<file path="src/rtl/imem_fetch_unit.sv">
// Instruction fetch front end: owns the PC, absorbs the one-cycle IMem read
// latency and presents words to the decoder through a 2-entry buffer.
module imem_fetch_unit #(
   parameter int                ADDR_W   = 10,
   parameter int                DATA_W   = 64,
   parameter logic [ADDR_W-1:0] RESET_PC = '0
) (
   input  logic              clka,
   input  logic              rst,
   input  logic              run,
   input  logic              redirect_valid,
   input  logic [ADDR_W-1:0] redirect_pc,
   output logic              imem_we,
   output logic [ADDR_W-1:0] imem_addr,
   output logic [DATA_W-1:0] imem_din,
   input  logic [DATA_W-1:0] imem_dout,
   output logic              instr_valid,
   output logic [DATA_W-1:0] instr_data,
   output logic [ADDR_W-1:0] instr_pc,
   input  logic              instr_ready,
   output logic [31:0]       fetch_count
);

   typedef enum logic {IDLE, FETCH} state_t;

   state_t            state;
   logic [ADDR_W-1:0] pc;
   logic [ADDR_W-1:0] inflight_pc;
   logic              inflight;
   logic [1:0]        count;
   logic              head;
   logic              tail;
   logic [DATA_W-1:0] fifo_data [2];
   logic [ADDR_W-1:0] fifo_pc   [2];
   logic [31:0]       fcount;
   logic              pop;
   logic              issue;
   logic [2:0]        occ;

   assign imem_we     = 1'b0;
   assign imem_din    = '0;
   assign imem_addr   = pc;
   assign instr_valid = (count != 2'd0);
   assign instr_data  = fifo_data[head];
   assign instr_pc    = fifo_pc[head];
   assign fetch_count = fcount;

   // Occupancy after this edge's pop, counting the word still in the RAM pipe.
   always_comb begin
      pop   = instr_valid & instr_ready;
      occ   = 3'(count) + 3'(inflight) - 3'(pop);
      issue = (state == FETCH) & ~redirect_valid & (occ < 3'd2);
   end

   always_ff @(posedge clka or posedge rst) begin
      if (rst) begin
         state       <= IDLE;
         pc          <= RESET_PC;
         inflight    <= 1'b0;
         inflight_pc <= '0;
         count       <= 2'd0;
         head        <= 1'b0;
         tail        <= 1'b0;
         fcount      <= '0;
         for (int unsigned i = 0; i < 2; i++) begin
            fifo_data[i] <= '0;
            fifo_pc[i]   <= '0;
         end
      end else begin
         state <= run ? FETCH : IDLE;
         if (pop)
            fcount <= fcount + 32'd1;
         if (redirect_valid) begin
            pc       <= redirect_pc;
            inflight <= 1'b0;
            count    <= 2'd0;
            head     <= 1'b0;
            tail     <= 1'b0;
         end else begin
            inflight <= issue;
            if (issue) begin
               inflight_pc <= pc;
               pc          <= pc + ADDR_W'(1);
            end
            if (inflight) begin
               fifo_data[tail] <= imem_dout;
               fifo_pc[tail]   <= inflight_pc;
               tail            <= ~tail;
            end
            if (pop)
               head <= ~head;
            case ({inflight, pop})
               2'b10:   count <= count + 2'd1;
               2'b01:   count <= count - 2'd1;
               default: count <= count;
            endcase
         end
      end
   end

endmodule
</file>
<file path="config.mk">
export PLATFORM = sky130hd
export DESIGN_NAME = imem_fetch_unit
export DESIGN_NICKNAME = d
export VERILOG_FILES = /design/src/rtl/imem_fetch_unit.sv
export SDC_FILE = /design/constraint.sdc
export NUM_CORES = 1
export LEC_CHECK = 0
export BUFFER_PORTS_ARGS = -buffer_cell sky130_fd_sc_hd__buf_2
export CAP_MARGIN = 20
export CORE_ASPECT_RATIO = 2
export CORE_MARGIN = 2
export CORE_UTILIZATION = 57
export CTS_CLUSTER_SIZE = 25
export DETAILED_ROUTE_END_ITERATION = 16
export PLACE_DENSITY_LB_ADDON = 0.15
export SLEW_MARGIN = 20
export SYNTH_ARGS = -nofsm -noshare
export SYNTH_HDL_FRONTEND = slang
export SYNTH_SLANG_ARGS = --single-unit
</file>
<file path="constraint.sdc">
create_clock -name clka -period 18.3 [get_ports clka]
set_clock_uncertainty 0.2 [all_clocks]
set_input_delay 4.575 -clock clka [delete_from_list [all_inputs] [get_ports clka]]
set_output_delay 4.575 -clock clka [all_outputs]
set_load 0.03 [all_outputs]
</file>
==> impl_metrics.tcl <==
set metrics [dict create \
    status "completed" \
    drt-initial-drc-count 223 \
    die_x_um 95.2 \
    rsz0062_at_grt "no" \
    crit_type "in2reg" \
    synth.area.mux_share_pct 27.6 \
    leakagePower_nw 5.33 \
    cts_hold_buffers 0 \
    firstDrtPassIters 4 \
    grt_pass1_vias 6526 \
    rows 66 \
    startpoint "instr_ready" \
    rrSetupSlack_ns 14.58 \
    fin_nets 975 \
    fin_crit_sh_pct 39.3 \
    crit_end "imem_addr[8]" \
    yosys.cell_types.count 36 \
    yosys_register_bits 206 \
    ios 261 \
    worstPathRequired_ns 18.49 \
    synth_warnings 0 \
    dieArea_mm2 0.0178 \
    min_period_ns 7.19 \
    design.core.area_mm2 0.0163 \
    vias 5937 \
    yosys.area_share.simple_pct 5.58 \
    final.setup.tns_ns 0 \
    worstMarginPinSlew_ns 1.10 \
    numClockSinks 206 \
    drv_cap 0 \
    hold_viol 0 \
    post-cts-setup-buffer-count 0 \
    cts_made_buffers 19 \
    synth_compound_area_share_pct 1.00 \
    grt_max_degree 117 \
    max-slew-margin-rel_pct 26.9 \
    area.sequential_mm2 0.00516 \
    ctsResizeCount 0 \
    place_inst 1075 \
    hold_path.class "reg2reg" \
    cts-root-buf "clkbuf_16" \
    worstRegToRegCells 9 \
    ant_nets 0 \
    totalWireLength_mm 20.4 \
    multi_input_area_mm2 0.00396 \
    initial_core_util_pct 58.3 \
    powerDensity_mw_per_mm2 168 \
    synth_xor_area_share_pct 4.05 \
    h-tree-depth 1 \
    critPathArrivalTime_ns 7.38 \
    path_clk_slew_ns 0.06 \
    syn_inst 701 \
    grt_pass1_wl_mm 32.5 \
    globalplace.congestion 0.813 \
    fillerInstances 1283 \
    die_h_um 186 \
    setup_viol 0 \
    vdd_drop_max_mv 0.105 \
    start_kind "primary input" \
    post-dp-hpwl_mm 14.1 \
    grt_antenna_before_repair 0 \
    place.port_buffers 195 \
    fmax_ghz 0.139 \
    r2r-end "imem_addr[8]" \
    grt_use_total_pct 22.9 \
    cp_max_fo 10 \
    clock_latency_ns 0.47 \
    drv_slew 0 \
    final_common_cell "mux2_2" \
    syn_area_per_cell_um2 13.5 \
    cts_max_path_buffers 3 \
    drive_above_1_share_pct 52.7 \
    seq_area_frac_synth_pct 54.3 \
    syn_area_mm2 0.00949 \
    synthAdderAreaFrac_pct 0.606 \
    drc 0 \
    final-instance-count-excl-fill 1108 \
    total_power_mw 1.86 \
    r2r_start "count[1]" \
    end_kind "flop" \
    wl_per_cell_um 18.4 \
    grt_overflow_total 0 \
    final_cell_mix "mux2_2 (232), dfrtp_1 (205), buf_2 (195), conb_1 (65), xnor2_1 (39)" \
    area_growth_pct 16.6 \
    via_per_inst 5.36 \
    synth_top_family_by_area "multiplexers" \
    diodes 0 \
    cts_tree "yes" \
]
## worst min path at each step
stage | startpoint | end | slack (ns) | cells after the start
global route | fetch_count[31] | fetch_count[31] | 0.31 | 1
floorplan | fifo_data[0] | fifo_data[0] | 0.27 | 1
global placement | fetch_count[31] | fetch_count[31] | 0.26 | 1
CTS | fetch_count[31] | fetch_count[31] | 0.29 | 1
finish | fetch_count[31] | fetch_count[31] | 0.28 | 1
detailed placement | fetch_count[31] | fetch_count[31] | 0.28 | 1
## synth_stat cells (all sizes together)
master | count | area, µm²
mux2 | 232 | 2610
mux2i | 1 | 10.0
o31ai | 2 | 15.0
and3 | 6 | 37.5
xnor2 | 39 | 342
and4 | 5 | 45.0
or3 | 2 | 18.8
a31oi | 2 | 12.5
o21ai | 10 | 53.8
nand3 | 15 | 75.1
nor3 | 4 | 20.0
dfrtp | 206 | 5150
fa | 1 | 20.0
inv | 7 | 26.3
clkbuf | 13 | 48.8
nand2b | 1 | 6.26
conb | 1 | 3.75
nor3b | 2 | 15.0
or2 | 2 | 12.5
nor2 | 8 | 30.0
nor4 | 6 | 43.8
or4 | 2 | 15.0
xor2 | 4 | 42.6
buf | 81 | 568
nand4 | 14 | 87.6
a2111oi | 1 | 8.76
a21oi | 1 | 5.00
and2 | 4 | 25.0
nand2 | 26 | 97.6
ha | 3 | 37.5
## power breakdown
part / total, mW / internal, mW / switching [mW]
Clock: 0.397 / 0.233 / 0.164
Combinational: 0.728 / 0.312 / 0.416
Sequential: 0.736 / 0.622 / 0.113
Total: 1.86 / 1.17 / 0.693
## layer usage
layer / vias up / wire [µm] / GRT usage, %
li1: 2693 / - / -
met1: 3007 / 7290 / 24.3
met2: 196 / 11500 / 44.2
met3: 41 / 1100 / 3.79
met4: 0 / 491 / 6.63
met5: - / 0 / 0
## worst max-delay path, stage by stage
cell	delay [ns]
buf_2	0.11
o21ai_2	0.18
inv_1	0.21
ha_1	0.30
nand2b_1	0.15
fa_1	0.50
nand2_1	0.19
or3_2	0.55
or4_1	0.41
a31oi_1	0.20
## final cells by class
type / count / area share [%]
Timing Repair Buffer: 200 / 9.31
Multi-Input combinational cell: 458 / 35.7
Clock buffer: 28 / 5.24
Inverter: 7 / 0.305
Tap cell: 204 / 2.31
Sequential cell: 206 / 46.6
Clock inverter: 5 / 0.475
## metrics by stage
step / setup WS (ns) / hold WS [ns] / util (%) / instance area, µm²
final: 11.11 / 0.283 / 68.0 / 11100
after global routing: 10.94 / 0.305 / 68.0 / 11100
after CTS: 11.17 / 0.293 / 68.0 / 11100
after detailed placement: 10.67 / 0.279 / 64.1 / 10400
after global placement: 10.77 / 0.264 / 64.0 / 10400
after floorplan: 7.90 / 0.274 / - / 9730
## cells by family (layout without fill, tap and decap cells)
logic type | Yosys count | after routing
AO/OA/AOI/OAI | 16 | 16
adder cells (fa/ha/maj) | 4 | 4
multiplexers | 233 | 233
buffers and inverters | 101 | 240
flip-flops | 206 | 206
XOR/XNOR | 43 | 43
other | 1 | 65
AND/OR/NAND/NOR | 97 | 97
## sequential cells by signal, indices dropped and copies added (netlist names)
| name | count |
|---|---|
| tail | 1 |
| inflight_pc | 10 |
| fifo_data | 128 |
| count | 2 |
| head | 1 |
| imem_addr | 10 |
| inflight | 1 |
| fifo_pc | 20 |
| fetch_count | 32 |
| state | 1 |
(Power assumes the default switching activity.)
